### config.mk
export PLATFORM = sky130hd
export DESIGN_NAME = traffic_light_monitor_flat
export DESIGN_NICKNAME = d
export VERILOG_FILES = /design/src/rtl/tlm_pkg.sv /design/src/rtl/traffic_light_monitor_if.sv /design/src/rtl/tlm_phase_decode.sv /design/src/rtl/traffic_light_monitor.sv /design/src/flat_wrapper.sv
export SDC_FILE = /design/constraint.sdc
export NUM_CORES = 1
export LEC_CHECK = 0
export BUFFER_PORTS_ARGS = -buffer_cell sky130_fd_sc_hd__buf_2
export CAP_MARGIN = 20
export CORE_MARGIN = 10
export CORE_UTILIZATION = 50
export CTS_CLUSTER_SIZE = 40
export DETAILED_ROUTE_END_ITERATION = 16
export PLACE_DENSITY = 0.88
export SYNTH_ARGS = -nofsm -noshare
export SYNTH_HDL_FRONTEND = slang
export SYNTH_HIERARCHICAL = 1
export SYNTH_SLANG_ARGS = --single-unit
### constraint.sdc
create_clock -name clk -period 2.4 [get_ports clk]
set_input_delay 0.24 -clock clk [delete_from_list [all_inputs] [get_ports clk]]
set_output_delay 0.24 -clock clk [all_outputs]
set_load 0.02 [all_outputs]
### src/rtl/tlm_pkg.sv
// Shared codes, phase encoding, error payload and legal-transition table
// for the intersection light monitor.
package tlm_pkg;

  localparam int unsigned CODE_W  = 2;
  localparam int unsigned PHASE_W = 3;
  localparam int unsigned LEN_W   = 6;
  localparam int unsigned CNT_W   = 8;
  localparam int unsigned CYC_W   = 16;

  localparam logic [CODE_W-1:0] CAR_RED     = 2'b00;
  localparam logic [CODE_W-1:0] CAR_GREEN   = 2'b01;
  localparam logic [CODE_W-1:0] CAR_YELLOW  = 2'b10;
  localparam logic [CODE_W-1:0] CAR_LEFT    = 2'b11;

  localparam logic [CODE_W-1:0] HMN_RED     = 2'b00;
  localparam logic [CODE_W-1:0] HMN_GREEN   = 2'b01;
  localparam logic [CODE_W-1:0] HMN_BLINK   = 2'b10;
  localparam logic [CODE_W-1:0] HMN_ILLEGAL = 2'b11;

  typedef enum logic [PHASE_W-1:0] {
    ALL_RED = 3'd0,
    CAR_GO  = 3'd1,
    CAR_YEL = 3'd2,
    LEFT    = 3'd3,
    HMN_GO  = 3'd4,
    HMN_BLK = 3'd5,
    BAD     = 3'd7
  } phase_e;

  typedef struct packed {
    logic conflict;
    logic code;
    logic seq;
    logic len;
    logic stuck;
  } tlm_err_t;

  // Legal successor table of the controller's signal sequence.
  function automatic logic tlm_legal(input phase_e from_ph, input phase_e to_ph);
    logic ok;
    ok = 1'b0;
    case (from_ph)
      ALL_RED: ok = (to_ph == CAR_GO) || (to_ph == HMN_GO);
      CAR_GO:  ok = (to_ph == CAR_YEL);
      CAR_YEL: ok = (to_ph == LEFT) || (to_ph == HMN_GO) || (to_ph == ALL_RED);
      LEFT:    ok = (to_ph == CAR_YEL);
      HMN_GO:  ok = (to_ph == HMN_BLK);
      HMN_BLK: ok = (to_ph == ALL_RED);
      default: ok = 1'b0;
    endcase
    return ok;
  endfunction

endpackage

### src/rtl/traffic_light_monitor_if.sv
// Observation bus between the light controller side (master) and the
// passive monitor (slave), plus the monitor's status outputs.
interface traffic_light_monitor_if;
  import tlm_pkg::*;

  logic                 clr;
  logic [CODE_W-1:0]    car_light;
  logic [CODE_W-1:0]    hmn_light;
  logic [PHASE_W-1:0]   phase;
  logic [LEN_W-1:0]     phase_len;
  logic                 locked;
  logic                 err_conflict;
  logic                 err_code;
  logic                 err_seq;
  logic                 err_len;
  logic                 err_stuck;
  logic [CNT_W-1:0]     err_count;
  logic [CYC_W-1:0]     cycle_cnt;

  modport master (
    output clr, car_light, hmn_light,
    input  phase, phase_len, locked,
    input  err_conflict, err_code, err_seq, err_len, err_stuck,
    input  err_count, cycle_cnt
  );

  modport slave (
    input  clr, car_light, hmn_light,
    output phase, phase_len, locked,
    output err_conflict, err_code, err_seq, err_len, err_stuck,
    output err_count, cycle_cnt
  );

endinterface

### src/rtl/tlm_phase_decode.sv
// Combinational decode of a (car, pedestrian) light pair into a phase,
// with the unsafe-combination and illegal-code flags.
module tlm_phase_decode
  import tlm_pkg::*;
(
  input  logic [CODE_W-1:0] car_i,
  input  logic [CODE_W-1:0] hmn_i,
  output phase_e            phase_c,
  output logic              conflict_c,
  output logic              code_c
);

  always_comb begin
    phase_c = BAD;
    case ({car_i, hmn_i})
      {CAR_RED,    HMN_RED}:   phase_c = ALL_RED;
      {CAR_GREEN,  HMN_RED}:   phase_c = CAR_GO;
      {CAR_YELLOW, HMN_RED}:   phase_c = CAR_YEL;
      {CAR_LEFT,   HMN_RED}:   phase_c = LEFT;
      {CAR_RED,    HMN_GREEN}: phase_c = HMN_GO;
      {CAR_RED,    HMN_BLINK}: phase_c = HMN_BLK;
      default:                 phase_c = BAD;
    endcase
  end

  assign conflict_c = (car_i != CAR_RED) && ((hmn_i == HMN_GREEN) || (hmn_i == HMN_BLINK));
  assign code_c     = (hmn_i == HMN_ILLEGAL);

endmodule

### src/rtl/traffic_light_monitor.sv
// Passive checker for the intersection light controller: tracks phases,
// durations and transitions and reports error pulses and counters.
// Optional signal-cycle counter enabled by defining TLM_CYCLE_CNT_EN.
module traffic_light_monitor
  import tlm_pkg::*;
#(
  parameter int unsigned YEL_CYC   = 2,
  parameter int unsigned BLK_CYC   = 6,
  parameter int unsigned MAX_PHASE = 40
) (
  input  logic                   clk,
  input  logic                   rst_n,
  traffic_light_monitor_if.slave mon
);

  localparam logic [LEN_W-1:0] LEN_SAT = '1;
  localparam logic [CNT_W-1:0] CNT_SAT = '1;

  logic [CODE_W-1:0] car_q, hmn_q;
  phase_e            cur_ph;
  logic              conflict, code;

  phase_e            phase_q;
  logic [LEN_W-1:0]  len_q, len_d;
  logic              locked_q, locked_d;
  tlm_err_t          err_q, err_d;
  logic              chg;
  logic [CNT_W-1:0]  err_cnt_q, err_cnt_d;

  // Input sampling stage; reset value decodes as ALL_RED.
  always_ff @(posedge clk or negedge rst_n) begin
    if (!rst_n) begin
      car_q <= CAR_RED;
      hmn_q <= HMN_RED;
    end else begin
      car_q <= mon.car_light;
      hmn_q <= mon.hmn_light;
    end
  end

  tlm_phase_decode u_decode (
    .car_i      (car_q),
    .hmn_i      (hmn_q),
    .phase_c    (cur_ph),
    .conflict_c (conflict),
    .code_c     (code)
  );

  assign chg = (cur_ph != phase_q);

  // Phase tracker: compares the new sample against the previous phase.
  always_comb begin
    locked_d       = locked_q;
    err_d          = '0;
    len_d          = (len_q == LEN_SAT) ? len_q : len_q + LEN_W'(1);
    err_d.conflict = conflict;
    err_d.code     = code;
    if (chg) begin
      len_d = LEN_W'(1);
      if (cur_ph == BAD) begin
        locked_d = 1'b0;
      end else if (phase_q != BAD) begin
        if (locked_q && !tlm_legal(phase_q, cur_ph)) err_d.seq = 1'b1;
        else                                         locked_d  = 1'b1;
      end
      if (locked_q && (phase_q == CAR_YEL) && (len_q != LEN_W'(YEL_CYC))) err_d.len = 1'b1;
      if (locked_q && (phase_q == HMN_BLK) && (len_q != LEN_W'(BLK_CYC))) err_d.len = 1'b1;
    end
    err_d.stuck = !chg && (len_q == LEN_W'(MAX_PHASE - 1));
  end

  always_ff @(posedge clk or negedge rst_n) begin
    if (!rst_n) begin
      phase_q  <= ALL_RED;
      len_q    <= '0;
      locked_q <= 1'b0;
      err_q    <= '0;
    end else begin
      phase_q  <= cur_ph;
      len_q    <= len_d;
      locked_q <= locked_d;
      err_q    <= err_d;
    end
  end

  // One count per cycle with any pulse; clear has priority.
  always_comb begin
    err_cnt_d = err_cnt_q;
    if (mon.clr)                            err_cnt_d = '0;
    else if ((|err_q) && (err_cnt_q != CNT_SAT)) err_cnt_d = err_cnt_q + CNT_W'(1);
  end

  always_ff @(posedge clk or negedge rst_n) begin
    if (!rst_n) err_cnt_q <= '0;
    else        err_cnt_q <= err_cnt_d;
  end

`ifdef TLM_CYCLE_CNT_EN
  logic             entry_q, entry_d;
  logic [CYC_W-1:0] cyc_q, cyc_d;

  // A signal cycle completes on each locked ALL_RED -> CAR_GO entry.
  always_comb begin
    entry_d = 1'b0;
    if (chg && locked_q && (phase_q == ALL_RED) && (cur_ph == CAR_GO)) entry_d = 1'b1;
  end

  always_comb begin
    cyc_d = cyc_q;
    if (mon.clr)      cyc_d = '0;
    else if (entry_q) cyc_d = cyc_q + CYC_W'(1);
  end

  always_ff @(posedge clk or negedge rst_n) begin
    if (!rst_n) begin
      entry_q <= 1'b0;
      cyc_q   <= '0;
    end else begin
      entry_q <= entry_d;
      cyc_q   <= cyc_d;
    end
  end

  assign mon.cycle_cnt = cyc_q;
`else
  assign mon.cycle_cnt = '0;
`endif

  assign mon.phase        = phase_q;
  assign mon.phase_len    = len_q;
  assign mon.locked       = locked_q;
  assign mon.err_conflict = err_q.conflict;
  assign mon.err_code     = err_q.code;
  assign mon.err_seq      = err_q.seq;
  assign mon.err_len      = err_q.len;
  assign mon.err_stuck    = err_q.stuck;
  assign mon.err_count    = err_cnt_q;

endmodule

### src/flat_wrapper.sv
// flat-port wrapper written by rule: the top's interface ports become plain ports
module traffic_light_monitor_flat import tlm_pkg::*;
#(
  parameter int unsigned YEL_CYC   = 2,
  parameter int unsigned BLK_CYC   = 6,
  parameter int unsigned MAX_PHASE = 40
)
  (clk, rst_n, mon_clr, mon_car_light, mon_hmn_light, mon_phase, mon_phase_len, mon_locked, mon_err_conflict, mon_err_code, mon_err_seq, mon_err_len, mon_err_stuck, mon_err_count, mon_cycle_cnt);
  traffic_light_monitor_if mon_i ();
  input  logic clk;
  input  logic rst_n;
  input wire logic [$bits(mon_i.clr)-1:0] mon_clr;
  input wire logic [$bits(mon_i.car_light)-1:0] mon_car_light;
  input wire logic [$bits(mon_i.hmn_light)-1:0] mon_hmn_light;
  output wire logic [$bits(mon_i.phase)-1:0] mon_phase;
  output wire logic [$bits(mon_i.phase_len)-1:0] mon_phase_len;
  output wire logic [$bits(mon_i.locked)-1:0] mon_locked;
  output wire logic [$bits(mon_i.err_conflict)-1:0] mon_err_conflict;
  output wire logic [$bits(mon_i.err_code)-1:0] mon_err_code;
  output wire logic [$bits(mon_i.err_seq)-1:0] mon_err_seq;
  output wire logic [$bits(mon_i.err_len)-1:0] mon_err_len;
  output wire logic [$bits(mon_i.err_stuck)-1:0] mon_err_stuck;
  output wire logic [$bits(mon_i.err_count)-1:0] mon_err_count;
  output wire logic [$bits(mon_i.cycle_cnt)-1:0] mon_cycle_cnt;
  assign mon_i.clr = mon_clr;
  assign mon_i.car_light = mon_car_light;
  assign mon_i.hmn_light = mon_hmn_light;
  assign mon_phase = mon_i.phase;
  assign mon_phase_len = mon_i.phase_len;
  assign mon_locked = mon_i.locked;
  assign mon_err_conflict = mon_i.err_conflict;
  assign mon_err_code = mon_i.err_code;
  assign mon_err_seq = mon_i.err_seq;
  assign mon_err_len = mon_i.err_len;
  assign mon_err_stuck = mon_i.err_stuck;
  assign mon_err_count = mon_i.err_count;
  assign mon_cycle_cnt = mon_i.cycle_cnt;
  traffic_light_monitor #(.YEL_CYC(YEL_CYC), .BLK_CYC(BLK_CYC), .MAX_PHASE(MAX_PHASE)) u_core (.clk(clk), .rst_n(rst_n), .mon(mon_i));
endmodule
Word level (Yosys, flattened, before mapping)
Index checks and enable logic that the tools add are counted.
W data, S select, Z words.
{"block": "totals", "reg_bits": 27, "output_inout_bits": 39, "in_bits": 7, "wordCells": 82}
{"block": "classes", "add_sub_neg": 2, "reduce_logical": 23, "n_mux": 18, "eq_ne": 28}
{"cell": "$pmux W3 S6", "n": 1}
{"cell": "$mux W8", "n": 2}
{"cell": "$eq A3 B3 Y1 const B", "n": 5}
{"cell": "$eq A3 B2 Y1 const B", "n": 4}
{"cell": "$eq A6 B6 Y1 const B", "n": 2}
{"cell": "$mux W6", "n": 2}
{"cell": "$mux W1", "n": 11}
{"cell": "$add A8 B1 Y8 const B", "n": 1}
{"cell": "$eq A4 B4 Y1 const B", "n": 2}
{"cell": "$logic_and A1 B1 Y1", "n": 8}
{"cell": "$ne A8 B8 Y1 const B", "n": 1}
{"cell": "$add A6 B1 Y6 const B", "n": 1}
{"cell": "$eq A3 B1 Y1 const B", "n": 2}
{"cell": "$logic_not A3 Y1", "n": 2}
{"cell": "$ne A6 B2 Y1 const B", "n": 1}
{"cell": "$ne A6 B3 Y1 const B", "n": 1}
{"cell": "$reduce_bool A2 Y1", "n": 3}
{"cell": "$pmux W1 S5", "n": 1}
{"cell": "$reduce_or A5 Y1", "n": 1}
{"cell": "$eq A2 B2 Y1 const B", "n": 2}
{"cell": "$eq A4 B1 Y1 const B", "n": 1}
{"cell": "$eq A4 B2 Y1 const B", "n": 1}
{"cell": "$eq A4 B3 Y1 const B", "n": 1}
{"cell": "$logic_not A4 Y1", "n": 1}
{"cell": "other kinds (9)", "n": 14}

Longest topological paths before layout
Gate-level depths: netlist of run 1.
{"block": "logic_depth", "depth_word": 15, "ltp_mapped": 10}

Modules after synthesis
Netlist of run 1, hierarchy kept.
{"mod": "traffic_light_monitor", "cells_per_inst": 137, "seq_area_each_um2": 675.6, "n_inst": 1, "area_each_um2": 1407.6}
{"mod": "tlm_phase_decode", "cells_per_inst": 15, "seq_area_each_um2": 0.0, "n_inst": 1, "area_each_um2": 115.1}

Worst setup path after synthesis of run 1
OpenSTA, ideal clock, no wires.
{"block": "synth_timing", "kind": "reg2reg", "startpoint": "reg u_core.hmn_q[0]", "endpoint": "reg u_core.err_q (netlist bit u_core/mon.err_seq)", "path_stages_with_launch": 9, "n_path_buf": 0, "setup_slack_ps": 487, "t_arrival_ps": 1792, "period_less_slack_ps": 1913, "t_required_ps": 2279, "cell_sequence": "dfrtp_1 > inv_1 > ha_1 > or2b_1 > o31a_1 > or3_1 > a221o_1 > nand3_1 > a21oi_1"}
{"item": "from (decl)", "line": "traffic_light_monitor.sv:19", "text": "logic [CODE_W-1:0] car_q, hmn_q;"}
{"item": "from (signal assigned)", "line": "traffic_light_monitor.sv:37", "text": "hmn_q <= mon.hmn_light;"}
{"item": "to (signal assigned)", "line": "traffic_light_monitor.sv:82", "text": "err_q <= err_d;"}
{"item": "to (decl)", "line": "traffic_light_monitor.sv:26", "text": "tlm_err_t err_q, err_d;"}

Worst setup path after layout of run 1
{"block": "layout_timing", "startpoint": "reg u_core.hmn_q[0]", "endpoint": "reg u_core.locked_q (netlist: u_core/mon.locked)"}
{"block": "layout_between", "elab_chain_cells": 13, "elab_cells_between_ends": 28}
{"item": "$eq A4 B2 Y1, or another cell as far along", "line": "tlm_phase_decode.sv:15", "text": "case ({car_i, hmn_i})"}
{"item": "$pmux W3 S6 (*)", "line": "tlm_phase_decode.sv:15"}
{"item": "net u_core.cur_ph[1]", "line": "traffic_light_monitor.sv:20", "text": "phase_e cur_ph;"}
{"item": "$eq A3 B2 Y1 / $eq A3 B3 Y1 (equally long branches)", "line": "tlm_pkg.sv:46, tlm_pkg.sv:44"}
{"item": "$logic_or A1 B1 Y1 (2 in series)", "line": "tlm_pkg.sv:46", "text": "CAR_YEL: ok = (to_ph == LEFT) || (to_ph == HMN_GO) || (to_ph == ALL_RED);"}
{"item": "$pmux W1 S5", "line": "tlm_pkg.sv:43", "text": "case (from_ph)"}
{"item": "$mux W1", "line": "traffic_light_monitor.sv:62", "text": "end else if (phase_q != BAD) begin"}
{"item": "$mux W1", "line": "traffic_light_monitor.sv:60", "text": "if (cur_ph == BAD) begin"}
{"item": "$mux W1", "line": "traffic_light_monitor.sv:58", "text": "if (chg) begin"}
{"item": "$logic_not A1 Y1", "line": "traffic_light_monitor.sv:63", "text": "if (locked_q && !tlm_legal(phase_q, cur_ph)) err_d.seq = 1'b1;"}
{"item": "$logic_and A1 B1 Y1", "line": "traffic_light_monitor.sv:63"}
{"item": "$ne A2 B1 Y1 (no source line)"}
{"item": "$reduce_and A3 Y1 (no source line)"}
{"item": "to (signal assigned)", "line": "traffic_light_monitor.sv:81", "text": "locked_q <= locked_d;"}
{"item": "to (decl)", "line": "traffic_light_monitor.sv:25", "text": "logic locked_q, locked_d;"}
The timed path passes the listed nets; every way through them passes the cells marked *. The select of a mux whose other input is x is not followed.
A chain may end at the register's enable or synchronous reset.

==> results.yml, run 1 <==
outcome:
  status: "completed"
synth:
  synth_area_mm2: 0.00152
  netlist_instances: 152
  synth_cell_types: 45
  synth_edf_count: 0
  synthFlopType: "dfrtp_1"
  yosysTopAreaCell: "dfrtp_1"
  ys_seq_elements: 27
  yosysWarnings: 6
  ys_async_sr_fraction_pct: 100
  avgSynthCellArea_um2: 10.0
  yosysSeqAreaShare_pct: 44.4
  synth_top_area_share_pct: 44.4
  synthTopCellsByArea: "dfrtp_1, buf_4, ha_1"
cts:
  numCtsBuffers: 3
  cts_tree: "done"
  clockBufferDepth: 2
  clk_latency_ns: 0.32
  cts-root-buf: "clkbuf_4"
  postCtsSetupBuffers: 0
  clock_sinks: 27
  clkSlewWorstSetupHoldPaths_ns: 0.13
  h-tree-depth: 1
worst_setup_path:
  path_max_fanout: 11
  critPathKind: "register to register"
  reg2reg_slack_ns: 0.20
  critPathLaunchType: "register"
  cp_data_required_time_ns: 2.63
  crit_arrival_ns: 2.43
  end_kind: "register"
flow_run:
  maxCapViolCount: 0
power:
  pwr-share-seq_pct: 55.2
  power_density_mw_per_mm2: 586
  switchingPower_uw: 334
  ir_drop_mv: 0.395
  total_power_uw: 970
  comb_power_share_pct: 25.2
  switching_share_pct: 34.4
  power.leakage_uw: 0.000789
  clock_power_share_pct: 19.6
  power.internal_uw: 636
placement:
  gp_congestion: 0.816
  hpwlAfterDp_um: 2650
  portBuffers: 29
global_route:
  antenna_found_initial: 0
  overflow: 0
  grt_pass1_vias: 1248
  grt_max_degree: 28
  track_usage_pct: 12.1
  grt_pass1_wl_um: 5550
layout:
  final_cell_mix: "buf_2, dfrtp_1, conb_1, nand3_1, a21oi_1"
  n_antenna_cell: 0
  final_nets: 193
  syn_to_final_growth_pct: 8.63
  mostFrequentLayoutCell: "buf_2"
  layout-drive-gt1-share_pct: 23.0
die:
  core_area_mm2: 0.00283
  initial_core_util_pct: 53.8
  die_w_um: 75.2
  pin_count: 46
  dieArea_mm2: 0.00565
  die_h_um: 75.2
  num_rows: 19
timing:
  slew_headroom_pct: 61.4
  whs_ns: 0.0195
  skew_ns: 0.00792
  clock.fmax_mhz: 454
  post-route-period-util_pct: 91.8
  finalSetupViolations: 0
  layout_min_cycle_time_ns: 2.20
  tightest_slew_ns: 0.580
  rsz0062_at_grt: "false"
  hold_viol: 0
  slew_violations: 0
  finalSetupTns_ns: 0
routing:
  vias: 1199
  detail-route-antenna-nets: 0
  first_pass_iters: 4
  via_per_inst: 5.74
  drt-total-wl_um: 3400
  drt_iter0_markers: 49
  drc: 0
  wl_per_cell_um: 16.2
worst_hold_path:
  min_path_type: "input pin to register"
[synth_stat cells (all sizes together) (3+ instances only)]
cell and instances:
dfrtp 27, buf 21, a21oi 11, nand3 10
ha 7, nand2 7, inv 6, nor2 6
clkbuf 4, o31ai 4, or3 4, or4 4
xnor2 4, a31oi 3, nand2b 3, o21a 3
o21ai 3
[per-layer routing]
metal | GRT usage [%] | vias up | part of all wire, %
met5 | 0 | - | 0
met4 | 3.09 | 0 | 1.2
met3 | 3.81 | 6 | 9.7
met2 | 22.6 | 53 | 50
met1 | 12.9 | 578 | 39
li1 | - | 562 | -
[cells by family (layout without fill, tap and decap cells)]
family / count (synthesis) / in the layout / synth area share, %
other: 1 / 16 / 0.246
DFF: 27 / 27 / 44.4
and+or+nand+nor: 47 / 47 / 17.8
adders and majority gates: 7 / 7 / 5.75
buffers and inverters: 31 / 42 / 12.2
xor gates and xnor gates: 5 / 5 / 2.88
muxes: 2 / 2 / 1.31
AOI/OAI and AO/OA: 32 / 32 / 15.4
[power by group through the flow]
stage               registers, uW  logic [uW]  clock network, uW
global placement              540         230                  0
floorplan                     569         163                  0
global route                  544         266                215
detailed placement            544         241                  0
finish                        535         244                190
CTS                           535         243                197
[cell type report]
| class | instances | area [um2] |
|---|---|---|
| multi-input cells | 109 | 717 |
| fillers | 247 | 1170 |
| inverters | 6 | 22.5 |
| clock buffers | 3 | 22.5 |
| clock inverters | 1 | 5.00 |
| well taps | 31 | 38.8 |
| repair buffers | 32 | 173 |
| flip-flops and latches | 27 | 676 |
[worst max-delay path, stage by stage, from the launching register on]
cell     delay (ns)
dfrtp_1        0.41
inv_1          0.08
ha_1           0.23
or2b_1         0.19
o31a_1         0.33
xnor2_1        0.17
nand3_1        0.32
a41oi_1        0.37
[final timing paths]
kind                                   start                 endpoint  depth (start not counted)
setup reg to reg             u_core/hmn_q[0]        u_core/mon.locked                          7
setup / recovery             u_core/hmn_q[0]        u_core/mon.locked                          7
min in group asynchronous              rst_n  u_core/mon.err_count[2]                          2
hold / removal              mon_car_light[1]          u_core/car_q[1]                          1
max in group asynchronous              rst_n  u_core/mon.phase_len[2]                          2
hold reg to reg            u_core/mon.locked       u_core/mon.err_len                          2
[state kept, by name, indices dropped and copies added (netlist names), 2 cells and up]
| signal | cells |
|---|---|
| u_core/mon.err_count | 8 |
| u_core/car_q | 2 |
| u_core/mon.phase_len | 6 |
| u_core/mon.phase | 3 |
| u_core/hmn_q | 2 |
[through the flow]
stage          utilization (%)  area, um2  cells  worst slack [ns]
6_report                  58.5       1650    209             0.197
5_1_grt                   58.5       1650    209            0.0683
4_1_cts                   58.1       1640    208             0.234
3_5_place_dp              56.8       1610    203             0.265
3_3_place_gp              56.8       1610    203             0.395
2_1_floorplan                -       1580    167             0.487
[timing repair]
action                     in CTS  in global routing
hold endpoints to repair       27                  1
hold buffers                    1                  1
setup endpoints to repair       0                  0
resized for setup               0                  0
Power figures use the tool's default switching activity.
==> run 2, diff against run 1 <==
- BUFFER_PORTS_ARGS: -buffer_cell sky130_fd_sc_hd__buf_2 -> unset
- DONT_BUFFER_PORTS: unset -> 1
- HOLD_SLACK_MARGIN: unset -> 0.1
- PLACE_DENSITY: 0.88 -> 0.75
- TNS_END_PERCENT: unset -> 20
==> run 2 against run 1 <==
Cell count down 11%. Non-clock buffer count shrank 24. Critical path type unchanged. Wire length fell by 8.5%.
==> results.yml, run 2 (same netlist as run 1, synthesis figures left out) <==
power:
  ir_drop_mv: 0.295
  power.internal_uw: 619
  clock_power_share_pct: 20.4
  pwr-share-seq_pct: 61.5
  switchingPower_uw: 327
  comb_power_share_pct: 18.1
  switching_share_pct: 34.6
  power.leakage_uw: 0.000679
  power_density_mw_per_mm2: 603
worst_setup_path:
  cp-startpoint: "u_core/hmn_q[0]"
  end_kind: "register"
  worst_r2r_startpoint: "u_core/hmn_q[0]"
  cp_data_required_time_ns: 2.67
  path_max_fanout: 11
  crit_arrival_ns: 2.38
  critPathLaunchType: "register"
  reg2reg_depth: 8
  reg2reg_to: "u_core/mon.phase_len[2]"
  reg2reg_slack_ns: 0.29
  critPathKind: "register to register"
layout:
  stdcell_count: 185
  n_antenna_cell: 0
  largest_reg_flops: 8
  layout-drive-gt1-share_pct: 8.44
  mostFrequentLayoutCell: "dfrtp_1"
  final_cell_mix: "dfrtp_1, conb_1, nand3_1, a21oi_1"
  final_nets: 169
  syn_to_final_growth_pct: 3.04
routing:
  via_per_inst: 5.83
  drt_iter0_markers: 53
  wl_per_cell_um: 16.8
  drt-total-wl_um: 3110
  drc: 0
  detail-route-antenna-nets: 0
  vias: 1078
  first_pass_iters: 4
die:
  die_w_um: 75.2
  pin_count: 46
  core_area_mm2: 0.00283
  dieArea_mm2: 0.00565
  die_h_um: 75.2
  initial_core_util_pct: 53.8
  num_rows: 19
global_route:
  grt_max_degree: 28
  track_usage_pct: 11.1
  antenna_found_initial: 0
  grt_pass1_wl_um: 4840
  grt_pass1_vias: 951
  overflow: 0
timing:
  rsz0062_at_grt: "false"
  skew_ns: 0.00764
  layout_min_cycle_time_ns: 2.11
  clock.fmax_mhz: 474
  hold_viol: 0
  finalSetupTns_ns: 0
  slew_violations: 0
  post-route-period-util_pct: 87.9
  finalSetupViolations: 0
placement:
  gp_congestion: 0.822
  portBuffers: 0
  hpwlAfterDp_um: 2370
  dp_cells: 174
cts:
  cts_tree: "done"
  clk_latency_ns: 0.32
  clockBufferDepth: 2
  numCtsBuffers: 3
  h-tree-depth: 1
  postCtsSetupBuffers: 0
  clock_sinks: 27
  clkSlewWorstSetupHoldPaths_ns: 0.14
  cts-root-buf: "clkbuf_4"
flow_run:
  maxCapViolCount: 0
worst_hold_path:
  min_path_type: "input pin to asynchronous set/reset pin"
outcome:
  status: "completed"
run 2: changes by cell type in the layout (fill, tap and decap cells not counted):
cell,change
buf_2,-29
dlygate4sd3_1,+4
buf_12,+1
run 2: metrics by stage:
stage          setup slack [ns]  power [uW]  util, %  hold slack (ns)  instance area [um2]
2_1_floorplan             0.487         732        -          -0.0556                 1580
3_3_place_gp              0.389         729     51.7          -0.0547                 1460
3_5_place_dp              0.336         740     51.7          -0.0547                 1460
4_1_cts                   0.286         955     55.5            0.312                 1570
5_1_grt                  0.0896        1010     55.5            0.324                 1570
6_report                  0.290         946     55.5            0.330                 1570
run 2: repair_timing:
| action | 4_1_cts | 5_1_grt |
|---|---|---|
| endpoints found under the hold margin | 39 | 0 |
| hold buffers | 7 | 0 |
| gates resized for setup | 0 | 0 |
run 2: critical path, stage by stage, from the launching register on:
cell and delay [ns]:
dfrtp_1 0.43, inv_1 0.09, ha_1 0.19, or2b_1 0.24
o31a_1 0.20, xnor2_1 0.20, nand3_1 0.31, a31oi_1 0.26
o21a_1 0.14
run 2: cell type report:
cell class,instances,area (um2)
fill,254,1260
timing repair buffer,8,87.6
sequential,27,676
clock buffer,3,22.5
inverter,6,22.5
multi-input combinational,109,717
clock inverter,1,5.00
tap,31,38.8
run 2: power by group through the flow:
stage,Combinational [uW],Clock (uW),Sequential [uW]
after CTS,171,201,583
after global placement,140,0,590
final,171,193,582
after detailed placement,147,0,593
after global routing,193,229,591
after floorplan,163,0,569
run 2: worst max path at each step:
stage	endpoint	slack (ns)	cells after the start
detailed placement	u_core/mon.err_seq	0.34	8
global placement	u_core/mon.err_seq	0.39	8
finish	u_core/mon.phase_len[2]	0.29	8
floorplan	u_core/mon.err_seq	0.49	8
global route	u_core/mon.phase_len[3]	0.09	8
CTS	u_core/mon.phase_len[2]	0.29	8
run 2: layer usage:
metal	global-route usage, %	vias to the layer above	wire (um)
met5	0	-	0
met4	3.30	0	15
met3	5.78	2	443
met2	17.6	50	1460
met1	12.7	508	1190
li1	-	518	-
==> run 3, diff against run 2 <==
--- a/config.mk
+++ b/config.mk
@@ -6,4 +6,6 @@
 export NUM_CORES = 1
 export LEC_CHECK = 0
+export ABC_AREA = 1
+export ABC_CLOCK_PERIOD_IN_PS = 2400
 export CAP_MARGIN = 20
 export CORE_MARGIN = 10
==> constraint.sdc (replaced) <==
create_clock -name clk -period 2.4 [get_ports clk]
set_input_delay 0.24 -clock clk [delete_from_list [all_inputs] [get_ports clk]]
set_output_delay 0.24 -clock clk [all_outputs]
set_load 0.1 [all_outputs]
==> run 3 against run 2 <==
Non-clock buffer count grew 22. Area after synthesis is 10% higher. Register-to-register slack better by 0.19 ns. Wire length grew 21%. Synthesized cell count grew 45%. Clock power hardly changed. Power rose by 32%. Count of clock-buffer cells in the layout is 1 higher. Worst setup slack gained 0.19 ns. Sequential cell count did not move. Sequential share of layout area shrank 8.1 points. Hold slack worse by 0.11 ns.
==> results.yml, run 3 <==
die:
  die_h_um: 77.9
  die_w_um: 77.9
  core_area_mm2: 0.00313
  num_rows: 20
  dieArea_mm2: 0.00607
  initial_core_util_pct: 53.6
  pin_count: 46
cts:
  numCtsBuffers: 3
  cts-root-buf: "clkbuf_4"
  cts_tree: "done"
  clkSlewWorstSetupHoldPaths_ns: 0.14
  clockBufferDepth: 2
  clock_sinks: 27
  h-tree-depth: 1
  clk_latency_ns: 0.31
synth:
  synth_cell_types: 27
  yosysWarnings: 6
  netlist_instances: 220
  ys_seq_elements: 27
  synth_edf_count: 0
  synth_top_area_share_pct: 40.3
  avgSynthCellArea_um2: 7.62
  synthFlopType: "dfrtp_1"
  yosysSeqAreaShare_pct: 40.3
  synth_area_mm2: 0.00168
  ys_async_sr_fraction_pct: 100
  synthTopCellsByCount: "nand2_1, inv_1, dfrtp_1"
  synthTopCellsByArea: "dfrtp_1, nand2_1, buf_4"
  synth.most_common_cell: "nand2_1"
  yosysTopAreaCell: "dfrtp_1"
layout:
  seq_area_um2: 676
  final_cell_mix: "nand2_1, inv_1, dfrtp_1, buf_4, nor2_1"
  n_antenna_cell: 0
  fill_cells: 289
  postLayoutCoreUtil_pct: 61.8
  syn_to_final_growth_pct: 15.5
  multi_input_area_um2: 796
  mostFrequentLayoutCell: "nand2_1"
  final_nets: 267
  layout-drive-gt1-share_pct: 17.5
  largest_reg_flops: 8
global_route:
  overflow: 0
  grt_pass1_wl_um: 6370
  grt_max_degree: 28
  grt_pass1_vias: 1414
  antenna_found_initial: 0
  track_usage_pct: 12.4
worst_setup_path:
  cp-startpoint: "u_core/hmn_q[0]"
  reg2reg_slack_ns: 0.48
  reg2reg_depth: 14
  critPathLaunchType: "register"
  worst_r2r_startpoint: "u_core/hmn_q[0]"
  end_kind: "register"
  critPathKind: "register to register"
  cp-endpoint: "u_core/mon.locked"
  crit_arrival_ns: 2.15
  cp_data_required_time_ns: 2.63
  reg2reg_to: "u_core/mon.locked"
  path_max_fanout: 11
power:
  switchingPower_uw: 599
  clock_power_share_pct: 15.4
  power.leakage_uw: 0.00105
  total_power_uw: 1250
  power_density_mw_per_mm2: 644
  pwr-share-seq_pct: 41.3
  switching_share_pct: 48.1
  comb_power_share_pct: 43.3
  ir_drop_mv: 0.317
  power.internal_uw: 646
routing:
  drt-total-wl_um: 3750
  via_per_inst: 4.79
  first_pass_iters: 4
  drc: 0
  drt_iter0_markers: 52
  detail-route-antenna-nets: 0
  wl_per_cell_um: 12.7
  vias: 1418
timing:
  post-route-period-util_pct: 80.2
  layout_min_cycle_time_ns: 1.92
  skew_ns: 0.00449
  finalSetupViolations: 0
  rsz0062_at_grt: "false"
  clock.fmax_mhz: 520
  hold_viol: 0
  slew_violations: 0
  finalSetupTns_ns: 0
placement:
  hpwlAfterDp_um: 2920
  gp_congestion: 0.880
  portBuffers: 0
flow_run:
  maxCapViolCount: 0
worst_hold_path:
  min_path_type: "input pin to register"
outcome:
  status: "completed"
[run 3: critical path: stages (launching register included)]
cell and delay [ns]:
dfrtp_1 0.40, inv_1 0.08, ha_1 0.23, nand2_1 0.07, inv_1 0.03, a21oi_1 0.11, nand2_1 0.17, nor2_2 0.14
inv_1 0.06, nand2_1 0.07, nand3_2 0.22, nand2_1 0.12, nand2_1 0.05, nand2_1 0.05, inv_1 0.03
[run 3: worst min path at each step]
stage,from,end,slack [ns],depth (start not counted)
final,mon_clr,u_core/mon.err_count[2],0.22,3
after CTS,mon_clr,u_core/mon.err_count[6],0.22,3
after floorplan,rst_n,u_core/car_q[0],-0.06,0
after global routing,mon_clr,u_core/mon.err_count[1],0.23,3
after global placement,rst_n,u_core/mon.err_count[5],-0.05,0
after detailed placement,rst_n,u_core/mon.err_count[5],-0.05,0
[run 3: timing repair]
action	in CTS	in global routing
buffers inserted	0	0
resized for setup	0	0
hold buffers	7	0
hold endpoints to repair	33	0
[run 3: cell families after synthesis]
group                    share of synthesized area [%]
AND/OR/NAND/NOR                                   31.9
flip-flops                                        40.3
XOR/XNOR                                          2.61
AO/OA/AOI/OAI                                     4.18
other                                            0.224
adder cells (fa/ha/maj)                           5.23
buffers and inverters                             15.5
[run 3: power by group through the flow]
| stage | clock network, uW | logic, uW | registers [uW] |
|---|---|---|---|
| finish | 192 | 540 | 514 |
| global route | 219 | 575 | 520 |
| CTS | 202 | 542 | 514 |
| detailed placement | 0 | 520 | 523 |
| global placement | 0 | 514 | 521 |
| floorplan | 0 | 255 | 727 |
[run 3: final cells by class]
cell class                      count  area share (%)
Timing Repair Buffer               30            13.1
Multi-Input combinational cell    158            41.1
Tap cell                           44            2.85
Sequential cell                    27            34.9
Inverter                           33            6.66
Clock buffer                        4            1.36
[run 3: metrics by stage]
| step | area (um2) | instances | worst slack [ns] | hold slack (ns) |
|---|---|---|---|---|
| after floorplan | 1730 | 235 | 0.409 | -0.0556 |
| after global placement | 1830 | 285 | 0.606 | -0.0544 |
| after detailed placement | 1830 | 285 | 0.496 | -0.0545 |
| after CTS | 1930 | 296 | 0.489 | 0.217 |
| after global routing | 1930 | 296 | 0.262 | 0.229 |
| final | 1930 | 296 | 0.476 | 0.220 |
[run 3: metal layers]
layer | part of all wire [%] | wire [um] | vias up | GRT usage [%]
met5 | 0 | 0 | - | 0
met4 | 0.45 | 17 | 0 | 3.65
met3 | 9.8 | 368 | 2 | 4.38
met2 | 50 | 1880 | 45 | 21.4
met1 | 40 | 1490 | 652 | 14.2
li1 | - | - | 719 | -
